**src/rtl/dram_frame_writer_pkg.sv**
```systemverilog
// Shared definitions for the DRAM frame writer: packed Camera Link word
// layout, CL packer state codes, MIG command encodings and the writer FSM
// state type.
package dram_frame_writer_pkg;

    // Packed CL word geometry
    localparam int WORD_W       = 256;
    localparam int MASK_W       = WORD_W / 8;
    localparam int PIX_W        = 240;

    // n_full: upstream FIFO fill indication carried in the top bits
    localparam int N_FULL_SIZE  = 3;
    localparam int N_FULL_LSB   = WORD_W - N_FULL_SIZE;   // 253

    // Per-channel headers
    localparam int CL0_HDR_W    = 5;
    localparam int CL0_HDR_LSB  = 248;
    localparam int CL1_HDR_W    = 4;
    localparam int CL1_HDR_LSB  = 244;
    localparam int CL2_HDR_W    = 4;
    localparam int CL2_HDR_LSB  = 240;

    // Flag positions inside the headers
    localparam int NEW_FRAME_BIT = CL0_HDR_LSB + 4;       // 252
    localparam int FVAL_BIT      = CL2_HDR_LSB + 1;       // 241
    localparam int LVAL_BIT      = CL2_HDR_LSB;           // 240

    // Camera Link packer state codes (as seen in the CL headers)
    typedef enum logic [1:0] {
        CL0       = 2'd0,
        CL1       = 2'd1,
        CL2       = 2'd2,
        INTERLINE = 2'd3
    } cl_state_t;

    // MIG user interface command encodings
    localparam logic [2:0] MIG_CMD_WRITE = 3'b000;
    localparam logic [2:0] MIG_CMD_READ  = 3'b001;

    // Writer FSM states
    typedef enum logic [1:0] {
        IDLE  = 2'd0,
        FETCH = 2'd1,
        ISSUE = 2'd2,
        FULL  = 2'd3
    } wr_state_t;

    // A word starts a frame when the CL0 new-frame flag and fval are both set
    function automatic logic is_frame_start(input logic [WORD_W-1:0] w);
        return w[NEW_FRAME_BIT] & w[FVAL_BIT];
    endfunction

    // Any non-zero n_full means the upstream FIFO dropped data
    function automatic logic has_overflow(input logic [WORD_W-1:0] w);
        return |w[WORD_W-1:N_FULL_LSB];
    endfunction

endpackage

```
**src/rtl/dram_frame_writer_mig_wr_handshake.sv**
```systemverilog
// MIG write handshake: raises app_en and app_wdf_wren together on start and
// retires each independently as the MIG accepts it. done pulses in the cycle
// the second (or both) acceptances happen.
module mig_wr_handshake (
    input  logic clk,
    input  logic reset,
    input  logic start,
    input  logic app_rdy,
    input  logic app_wdf_rdy,
    output logic app_en,
    output logic app_wdf_wren,
    output logic done
);

    logic cmd_done;
    logic data_done;
    logic in_flight;
    logic cmd_ok;
    logic data_ok;

    // Accepted already, or being accepted on this edge
    assign cmd_ok  = cmd_done  | (app_en       & app_rdy);
    assign data_ok = data_done | (app_wdf_wren & app_wdf_rdy);
    assign done    = in_flight & cmd_ok & data_ok;

    // Independent accept tracking for the command and data channels
    always_ff @(posedge clk or posedge reset) begin
        if (reset) begin
            app_en       <= 1'b0;
            app_wdf_wren <= 1'b0;
            cmd_done     <= 1'b0;
            data_done    <= 1'b0;
            in_flight    <= 1'b0;
        end else if (start) begin
            app_en       <= 1'b1;
            app_wdf_wren <= 1'b1;
            cmd_done     <= 1'b0;
            data_done    <= 1'b0;
            in_flight    <= 1'b1;
        end else begin
            if (app_en && app_rdy) begin
                app_en   <= 1'b0;
                cmd_done <= 1'b1;
            end
            if (app_wdf_wren && app_wdf_rdy) begin
                app_wdf_wren <= 1'b0;
                data_done    <= 1'b1;
            end
            if (done)
                in_flight <= 1'b0;
        end
    end

endmodule

```
**src/rtl/dram_frame_writer.sv**
```systemverilog
// DRAM frame writer: drains packed CL words from the DRAM write FIFO into the
// MIG, one single-beat write per word at sequential addresses, and reports
// frame count, sticky overflow and fill status.
// Build option DRAM_FRAME_WRITER_WRAP_EN: when defined the address wraps from
// END_ADDR back to BASE_ADDR (ring buffer) and mem_full is tied 0; otherwise
// the writer parks in FULL once END_ADDR has been written.
module dram_frame_writer
    import dram_frame_writer_pkg::*;
#(
    parameter int                 ADDR_W       = 28,
    parameter int                 ADDR_STEP    = 8,
    parameter logic [ADDR_W-1:0]  BASE_ADDR    = '0,
    parameter logic [ADDR_W-1:0]  END_ADDR     = 28'h7FF_FFF8,
    parameter int                 N_FRAME_SIZE = 20
) (
    input  logic                    clk,
    input  logic                    reset,
    input  logic                    enable,
    input  logic                    fifo_empty,
    output logic                    fifo_rden,
    input  logic [255:0]            fifo_dout,
    input  logic                    app_rdy,
    output logic                    app_en,
    output logic [2:0]              app_cmd,
    output logic [ADDR_W-1:0]       app_addr,
    input  logic                    app_wdf_rdy,
    output logic                    app_wdf_wren,
    output logic                    app_wdf_end,
    output logic [255:0]            app_wdf_data,
    output logic [31:0]             app_wdf_mask,
    output logic [ADDR_W-1:0]       wr_addr,
    output logic [N_FRAME_SIZE-1:0] n_frame,
    output logic                    overflow,
    output logic                    mem_full,
    output logic                    busy
);

    localparam logic [ADDR_W-1:0] STEP = ADDR_W'(ADDR_STEP);

    wr_state_t state;
    logic      enable_d;
    logic      hs_start;
    logic      hs_done;
    logic      last_word;
    logic      more_ok;

    assign app_cmd      = MIG_CMD_WRITE;
    assign app_wdf_mask = '0;
    assign app_wdf_end  = app_wdf_wren;
    assign busy         = (state != IDLE);
    assign hs_start     = (state == FETCH);

    // The word in flight sits at the last address of the buffer
    assign last_word = (app_addr == END_ADDR);

`ifdef DRAM_FRAME_WRITER_WRAP_EN
    assign more_ok  = 1'b1;
    assign mem_full = 1'b0;
`else
    assign more_ok  = !last_word;
`endif

    mig_wr_handshake u_hs (
        .clk          (clk),
        .reset        (reset),
        .start        (hs_start),
        .app_rdy      (app_rdy),
        .app_wdf_rdy  (app_wdf_rdy),
        .app_en       (app_en),
        .app_wdf_wren (app_wdf_wren),
        .done         (hs_done)
    );

    // Pop strobe: must see the live fifo_empty, so it is decided in the same
    // cycle the FSM leaves IDLE or retires a word; dout is then valid in FETCH
    always_comb begin
        fifo_rden = 1'b0;
        if (!reset && enable && !fifo_empty) begin
            if (state == IDLE)
                fifo_rden = 1'b1;
            else if (state == ISSUE && hs_done && more_ok)
                fifo_rden = 1'b1;
        end
    end

    // Writer FSM with status registers
    always_ff @(posedge clk or posedge reset) begin
        if (reset) begin
            state        <= IDLE;
            enable_d     <= 1'b0;
            app_addr     <= '0;
            app_wdf_data <= '0;
            wr_addr      <= BASE_ADDR;
            n_frame      <= '0;
            overflow     <= 1'b0;
`ifndef DRAM_FRAME_WRITER_WRAP_EN
            mem_full     <= 1'b0;
`endif
        end else begin
            enable_d <= enable;
            case (state)
                IDLE: begin
                    // A fresh enable starts a new capture from the base
                    if (enable && !enable_d) begin
                        n_frame  <= '0;
                        overflow <= 1'b0;
                        wr_addr  <= BASE_ADDR;
`ifndef DRAM_FRAME_WRITER_WRAP_EN
                        mem_full <= 1'b0;
`endif
                    end
                    if (fifo_rden)
                        state <= FETCH;
                end
                FETCH: begin
                    app_wdf_data <= fifo_dout;
                    app_addr     <= wr_addr;
                    state        <= ISSUE;
                end
                ISSUE: begin
                    if (hs_done) begin
`ifdef DRAM_FRAME_WRITER_WRAP_EN
                        wr_addr <= last_word ? BASE_ADDR : wr_addr + STEP;
`else
                        wr_addr <= wr_addr + STEP;
`endif
                        if (is_frame_start(app_wdf_data) && (n_frame != '1))
                            n_frame <= n_frame + 1'b1;
                        if (has_overflow(app_wdf_data))
                            overflow <= 1'b1;
                        if (fifo_rden)
                            state <= FETCH;
`ifndef DRAM_FRAME_WRITER_WRAP_EN
                        else if (!more_ok) begin
                            state    <= FULL;
                            mem_full <= 1'b1;
                        end
`endif
                        else
                            state <= IDLE;
                    end
                end
                FULL: begin
                    // Parked until software drops enable
                    if (!enable)
                        state <= IDLE;
                end
                default: state <= IDLE;
            endcase
        end
    end

endmodule

```
**config.mk**
```make
export PLATFORM = sky130hd
export DESIGN_NAME = dram_frame_writer
export DESIGN_NICKNAME = d
export VERILOG_FILES = /design/src/rtl/dram_frame_writer_pkg.sv /design/src/rtl/dram_frame_writer_mig_wr_handshake.sv /design/src/rtl/dram_frame_writer.sv
export SDC_FILE = /design/constraint.sdc
export NUM_CORES = 1
export LEC_CHECK = 0
export ABC_AREA = 1
export BUFFER_PORTS_ARGS = -buffer_cell sky130_fd_sc_hd__buf_2
export CORE_AREA = 2 2 249 251
export DETAILED_ROUTE_END_ITERATION = 12
export DIE_AREA = 0 0 251 253
export PLACE_DENSITY_LB_ADDON = 0.3
export SYNTH_ARGS = -nofsm -noshare
export SYNTH_HDL_FRONTEND = slang
export SYNTH_HIERARCHICAL = 1
export SYNTH_SLANG_ARGS = --single-unit
```
**constraint.sdc**
```tcl
create_clock -name clk -period 13.1 [get_ports clk]
set_clock_uncertainty 0.15 [all_clocks]
set_input_delay 1.965 -clock clk [delete_from_list [all_inputs] [get_ports clk]]
set_output_delay 1.965 -clock clk [all_outputs]
set_load 0.05 [all_outputs]
```
==> results of run 1 <==
-- power groups by stage --
stage	registers, µW	clock network, µW	logic, µW
floorplan	3180	0	731
global route	1780	1270	3090
CTS	1730	1230	2920
finish	1720	1180	2890
detailed placement	1740	0	2920
global placement	1730	0	2910
-- state kept, by name, indices dropped and copies added (netlist names) --
register / cells
enable_d: 1
u_hs/data_done: 1
n_frame: 20
state: 2
wr_addr: 25
app_wdf_data: 256
u_hs/in_flight: 1
app_addr: 25
u_hs/app_en: 1
overflow: 1
u_hs/cmd_done: 1
mem_full: 1
u_hs/app_wdf_wren: 1
-- cells by family after synthesis --
group / count (synthesis) / share of synthesized area [%]
AO/OA/AOI/OAI: 65 / 2.43
XOR/XNOR: 19 / 1.17
adder cells (fa/ha/maj): 2 / 0.176
flip-flops: 336 / 59.1
other: 1 / 0.0264
AND/OR/NAND/NOR: 1115 / 30.7
buffers and inverters: 172 / 6.37
-- worst max-delay path, delay by kind of cell --
family / cells / cell delay, ns
and+or+nand+nor: 2 / 0.24
buffers and inverters: 5 / 1.02
-- layer usage --
| layer | global-route usage, % | wire (µm) | vias up |
|---|---|---|---|
| li1 | - | - | 6286 |
| met4 | 3.96 | 1100 | 6 |
| met5 | 0 | 46 | - |
| met1 | 17.1 | 18800 | 5932 |
| met3 | 4.75 | 4200 | 71 |
| met2 | 23.6 | 22500 | 497 |
-- path summary, 6_finish.rpt --
check / cells after the start / endpoint / start / slack (ns)
setup / recovery: 7 / fifo_rden / reset / 7.72
hold / removal: 2 / app_wdf_data[51] / app_wdf_data[51] / 0.31
setup reg to reg: 6 / app_wdf_data[173] / state[0] / 9.79
hold reg to reg: 2 / app_wdf_data[51] / app_wdf_data[51] / 0.31
max in group asynchronous: 4 / app_wdf_data[206] / reset / 9.26
min in group asynchronous: 2 / u_hs/data_done / reset / 1.20
-- layout by cell type (no fill, tap or decap), drive strengths merged --
| cell | count |
|---|---|
| clkinv | 13 |
| xnor2 | 5 |
| conb | 41 |
| a21oi | 16 |
| dfrtp | 336 |
| clkbuf | 55 |
| a21o | 2 |
| nor3 | 15 |
| and3 | 1 |
| inv | 58 |
| nor2 | 94 |
| or2 | 1 |
| a31oi | 1 |
| nand3 | 29 |
| o21a | 1 |
| o41ai | 1 |
| diode | 1 |
| ha | 2 |
| nand2 | 963 |
| nand4 | 12 |
| clkinvlp | 2 |
| buf | 603 |
| o21ai | 44 |
| bufinv | 5 |
| xor2 | 14 |
-- layout make-up --
class / instances / area (µm²)
Fill cell: 6543 / 41900
Timing Repair Buffer: 603 / 3040
Sequential cell: 336 / 8410
Antenna cell: 1 / 2.50
Tap cell: 790 / 988
Inverter: 59 / 236
Clock inverter: 19 / 248
Clock buffer: 55 / 1170
Multi-Input combinational cell: 1242 / 5060
-- through the flow --
step	power [µW]	util, %	instance area [µm²]	setup WS [ns]
2_1_floorplan	3910	-	14400	1.29
3_3_place_gp	4630	29.1	17700	7.63
3_5_place_dp	4660	29.1	17700	7.65
4_1_cts	5880	31.4	19200	7.65
5_1_grt	6140	31.4	19200	7.54
6_report	5800	31.4	19200	7.72
==> impl_results.md, run 1 <==
- Leak pwr: 0.0107 µW
- Syn Inst Count: 1710
- Status: complete, no violations
- Core box area: 61000 µm²
- IO Pins: between 600 and 700
- Starting Density: approximately a quarter
- Iteration-0 DRC Markers: 874
- Clk_lat worst skew: 0.55 ns
- Synthesized area: 14200 µm²
- Setup Fix Bufs, Post-CTS: 0
- Via density: 4.12
- CP required: 10.98 ns
- Fin. Hold Viols: 0
- Worst setup SP type: primary input
- Drt total wl: 46600 µm
- Chip height: 253 µm
- Slowest stage delay, CP: 0.47 ns
- Synth area leader: dfrtp_1
- GRT Util Overall: around 14%
- Internal Pwr Total: 2760 µW
- Most frequent cell after synthesis: nand2_1
- Post-DP HPWL: 34400 µm
- Number of port buffers: a little under 600
- CP max-delay cell: inv_8
- Area grow syn2layout: 34.7%
- CTS Hold Bufs: 0
- EDFF count, synth: 0
- CTS resizes: 0
- Worst path cell trace: buf_2, inv_8, nand3_1, inv_1, nand2_1, inv_1, buf_2
- Crit path time final: approximately 5.4 ns
- FP Rows: between 90 and 100
- Clock buffer depth: 3
- # clock sinks: 336
- Async S/R FF share, synth: 100%
- Ys flop type: dfrtp_1
- FMAX: 186 MHz
- Proportion of layout cells with a drive suffix above 1: 29.9%
- Power per cell area: 303 nW/µm²
- Final RePlAce weighted congestion: 0.802
- Largest net degree at the start of global routing: 113
- First-pass GRT wire length: 70700 µm
- Sw power: 3040 µW
- Post-synth top area share: 59.1%
- Sequential share of power: 29.7%
- DIE AREA: 63500 µm²
- Synth cell types: 34
- DIE WIDTH: around 250 µm
- Hold slack: roughly 0.31 ns
- TritonCTS clock tree: yes
- Max-Cap Viols: 0
- Wire per inst: 15.0 µm
- Kind of critical path: in -> out
- Clock network fraction of total power: 20.4%
- Total CTS buffers: 40
- Crit end category: output port
- Fin crit share: 41.1%
- H-Tree Depth: 2
- Slew headroom: 30.4%
- DRT Pass-1 Iters: 5
- Drc violations: 0
- Synth Register Bits: 336
- Final non-filler cell total: 3105
- WP data arrival: 3.27 ns
- Critical Path Fanout Max: 96
- Initial antenna violation count: 4
- Grt total ovfl: 0
- Sequential fraction of the synthesis area: approximately three fifths
- Vias in the first global route: 12.4k
- Slew Limit Fails: 0
- Setup_tns: 0 ns
- Synth top cells by count: 957 x nand2_1, 336 x dfrtp_1, 88 x nor2_1
- Largest cells by area after synthesis: dfrtp_1 59%, nand2_1 25%, nor2_1 2.3%
- Least-Margin Pin Slew: 1.04 ns
- Comb power frac: between 40 and 50%
- Dpl cells: 3030
- Post-layout nets: 2546
- Clk slew on worst S/H paths: 0.06 ns
- Avg Cell Area, Syn: 8.31 µm²
- Sw frac: 52.5%
- RSZ-0062 raised after global routing: false
- Root Driver: clkbuf_16
- Worst hold path class: reg -> reg
- Yosys warns: 6
- Via count: 12.8k
- Final setup vio count: 0
- Antenna Violating Nets Remaining: 0
- VDD IR max: 0.200 mV
No activity file was read; power rests on OpenSTA's default activity.
==> run 2: changes to the inputs <==
==> constraint.sdc (replaced) <==
create_clock -name clk -period 4.5 [get_ports clk]
set_clock_uncertainty 0.15 [all_clocks]
set_input_delay 0.675 -clock clk [delete_from_list [all_inputs] [get_ports clk]]
set_output_delay 0.675 -clock clk [all_outputs]
set_load 0.05 [all_outputs]
==> run 2 against run 1 <==
Clock power increased to 2.9 times the previous value. Register-to-register slack got worse by 7.7 ns. Critical path depth increased by 1. Sequential cell count unchanged.
==> impl_results.md, run 2 (same netlist as run 1, synthesis figures left out) <==
- Fin area: 19200 µm²
- Drc violations: 0
- Largest register by flop count: app_wdf_data
- Iteration-0 DRC Markers: 926
- Root Driver: clkbuf_16
- Total CTS buffers: 42
- Power per cell area: 881 nW/µm²
- Setup Fix Bufs, Post-CTS: 0
- Status: complete, no violations
- Via density: between 4 and 5
- GRT Util Overall: 13.9%
- RSZ-0062 raised after global routing: false
- M1 GR Usage: 17.2%
- Max reg flops: 256
- Slew headroom: 34.9%
- Vias in the first global route: 12.3k
- VDD IR max: 0.460 mV
- IO Pins: 636
- Least-Margin Pin Slew: 0.977 ns
- Final setup vio count: 0
- Dpl cells: slightly above 3k
- Slew Limit Fails: 0
- Kind of critical path: in -> out
- Busiest layer in global routing: met2
- Met3 Use GR: 4.24%
- Chip height: ~250 µm
- Post-DP HPWL: 33700 µm
- Wire per inst: 15.0 µm
- Worst hold path class: in -> reg
- DRT Pass-1 Iters: 5
- Worst setup SP type: primary input
- Initial antenna violation count: 3
- Clk_lat worst skew: around 0.55 ns
- FP Rows: 91
- Crit path time final: 3.03 ns
- Area grow syn2layout: 35.0%
- FMAX: roughly 330 MHz
- Grt total ovfl: 0
- Clk slew on worst S/H paths: 0.06 ns
- Max-Cap Viols: 0
- DIE AREA: 63500 µm²
- Final non-filler cell total: 3105
- Number of port buffers: 594
- Core box area: 61000 µm²
- Worst path cell trace: dlygate4sd3_1, buf_2, clkinvlp_4, nand3_1, inv_1, nand2_1, inv_1, buf_2
- First-pass GRT wire length: just over 70000 µm
- Fin crit share: 67.4%
- WP data arrival: approximately 2.2 ns
- Most frequent cells in the layout: 957 x nand2_1, 594 x buf_2, 336 x dfrtp_1, 88 x nor2_1, 55 x inv_1
- CTS resizes: 0
- Antenna Violating Nets Remaining: 0
- Starting Density: 23.3%
- # clock sinks: 336
- Met2 Use GR: between 20% and 30%
- Top Registers: app_wdf_data: 256 flops, app_addr: 25 flops, wr_addr: 25 flops
- CP required: 3.67 ns
- Clock buffer depth: 3
- TritonCTS clock tree: yes
- Leak pwr: 0.0107 µW
- Largest net degree at the start of global routing: 150
- Via count: 12.7k
- Most common cell after layout, fill and taps aside: nand2_1
- Setup_tns: 0 ns
- Proportion of layout cells with a drive suffix above 1: 29.7%
- Total power: 16900 µW
- Crit end category: output port
- Dpl cell area: 17800 µm²
- Slowest stage delay, CP: 0.51 ns
- Critical Path Fanout Max: 13
- CP max-delay cell: dlygate4sd3_1
- H-Tree Depth: 2
- DIE WIDTH: ~250 µm
- Core Util, Final: approximately a third
- Drt total wl: 46500 µm
- Fin. Hold Viols: 0
- Final RePlAce weighted congestion: 0.811
- Post-layout nets: 2548
## run 2: worst paths after layout
| path | from | end | slack [ns] | cells after the start |
|---|---|---|---|---|
| min reg2reg | app_wdf_data[210] | app_wdf_data[210] | 0.31 | 2 |
| min in group asynchronous | reset | u_hs/data_done | 0.45 | 3 |
| max reg2reg | n_frame[0] | n_frame[7] | 2.13 | 12 |
| max in group asynchronous | reset | app_wdf_data[108] | 2.51 | 4 |
| max | reset | fifo_rden | 1.47 | 8 |
| min | enable | enable_d | 0.13 | 1 |
## run 2: timing repair
item / CTS / global route
endpoints found under the hold margin: 14 / 0
endpoints found under the setup margin: 0 / 0
hold buffers: 1 / 0
## run 2: report_power, final
part           switching (µW)  total, µW  internal [µW]  leakage, µW
clock                    1330       3430           2100     0.000674
sequential                704       4990           4290      0.00424
combinational            6830       8470           1650      0.00578
## run 2: critical path: cells and delay by family
family | cells | cell delay (ns)
buffers and inverters | 6 | 1.26
AND/OR/NAND/NOR | 2 | 0.27
## run 2: layout make-up
class | count | area (µm²)
fill | 6567 | 41800
sequential | 336 | 8410
multi-input combinational | 1242 | 5060
timing repair buffer | 603 | 3110
clock buffer | 57 | 1170
tap | 790 | 988
inverter | 59 | 233
clock inverter | 16 | 224
antenna | 2 | 5.00
## run 2: stage by stage
| step | hold slack [ns] | setup WS (ns) |
|---|---|---|
| after detailed placement | 0.303 | 1.82 |
| after global routing | 0.0869 | 1.28 |
| after CTS | 0.0764 | 1.43 |
| after global placement | 0.298 | 1.83 |
| final | 0.126 | 1.47 |
| after floorplan | 0.304 | -2.33 |
## run 2: layer usage
layer,share of wire [%],wire length (µm)
met1,42,19600
met2,48,22300
met3,7.5,3480
met4,2.4,1100
met5,0,0
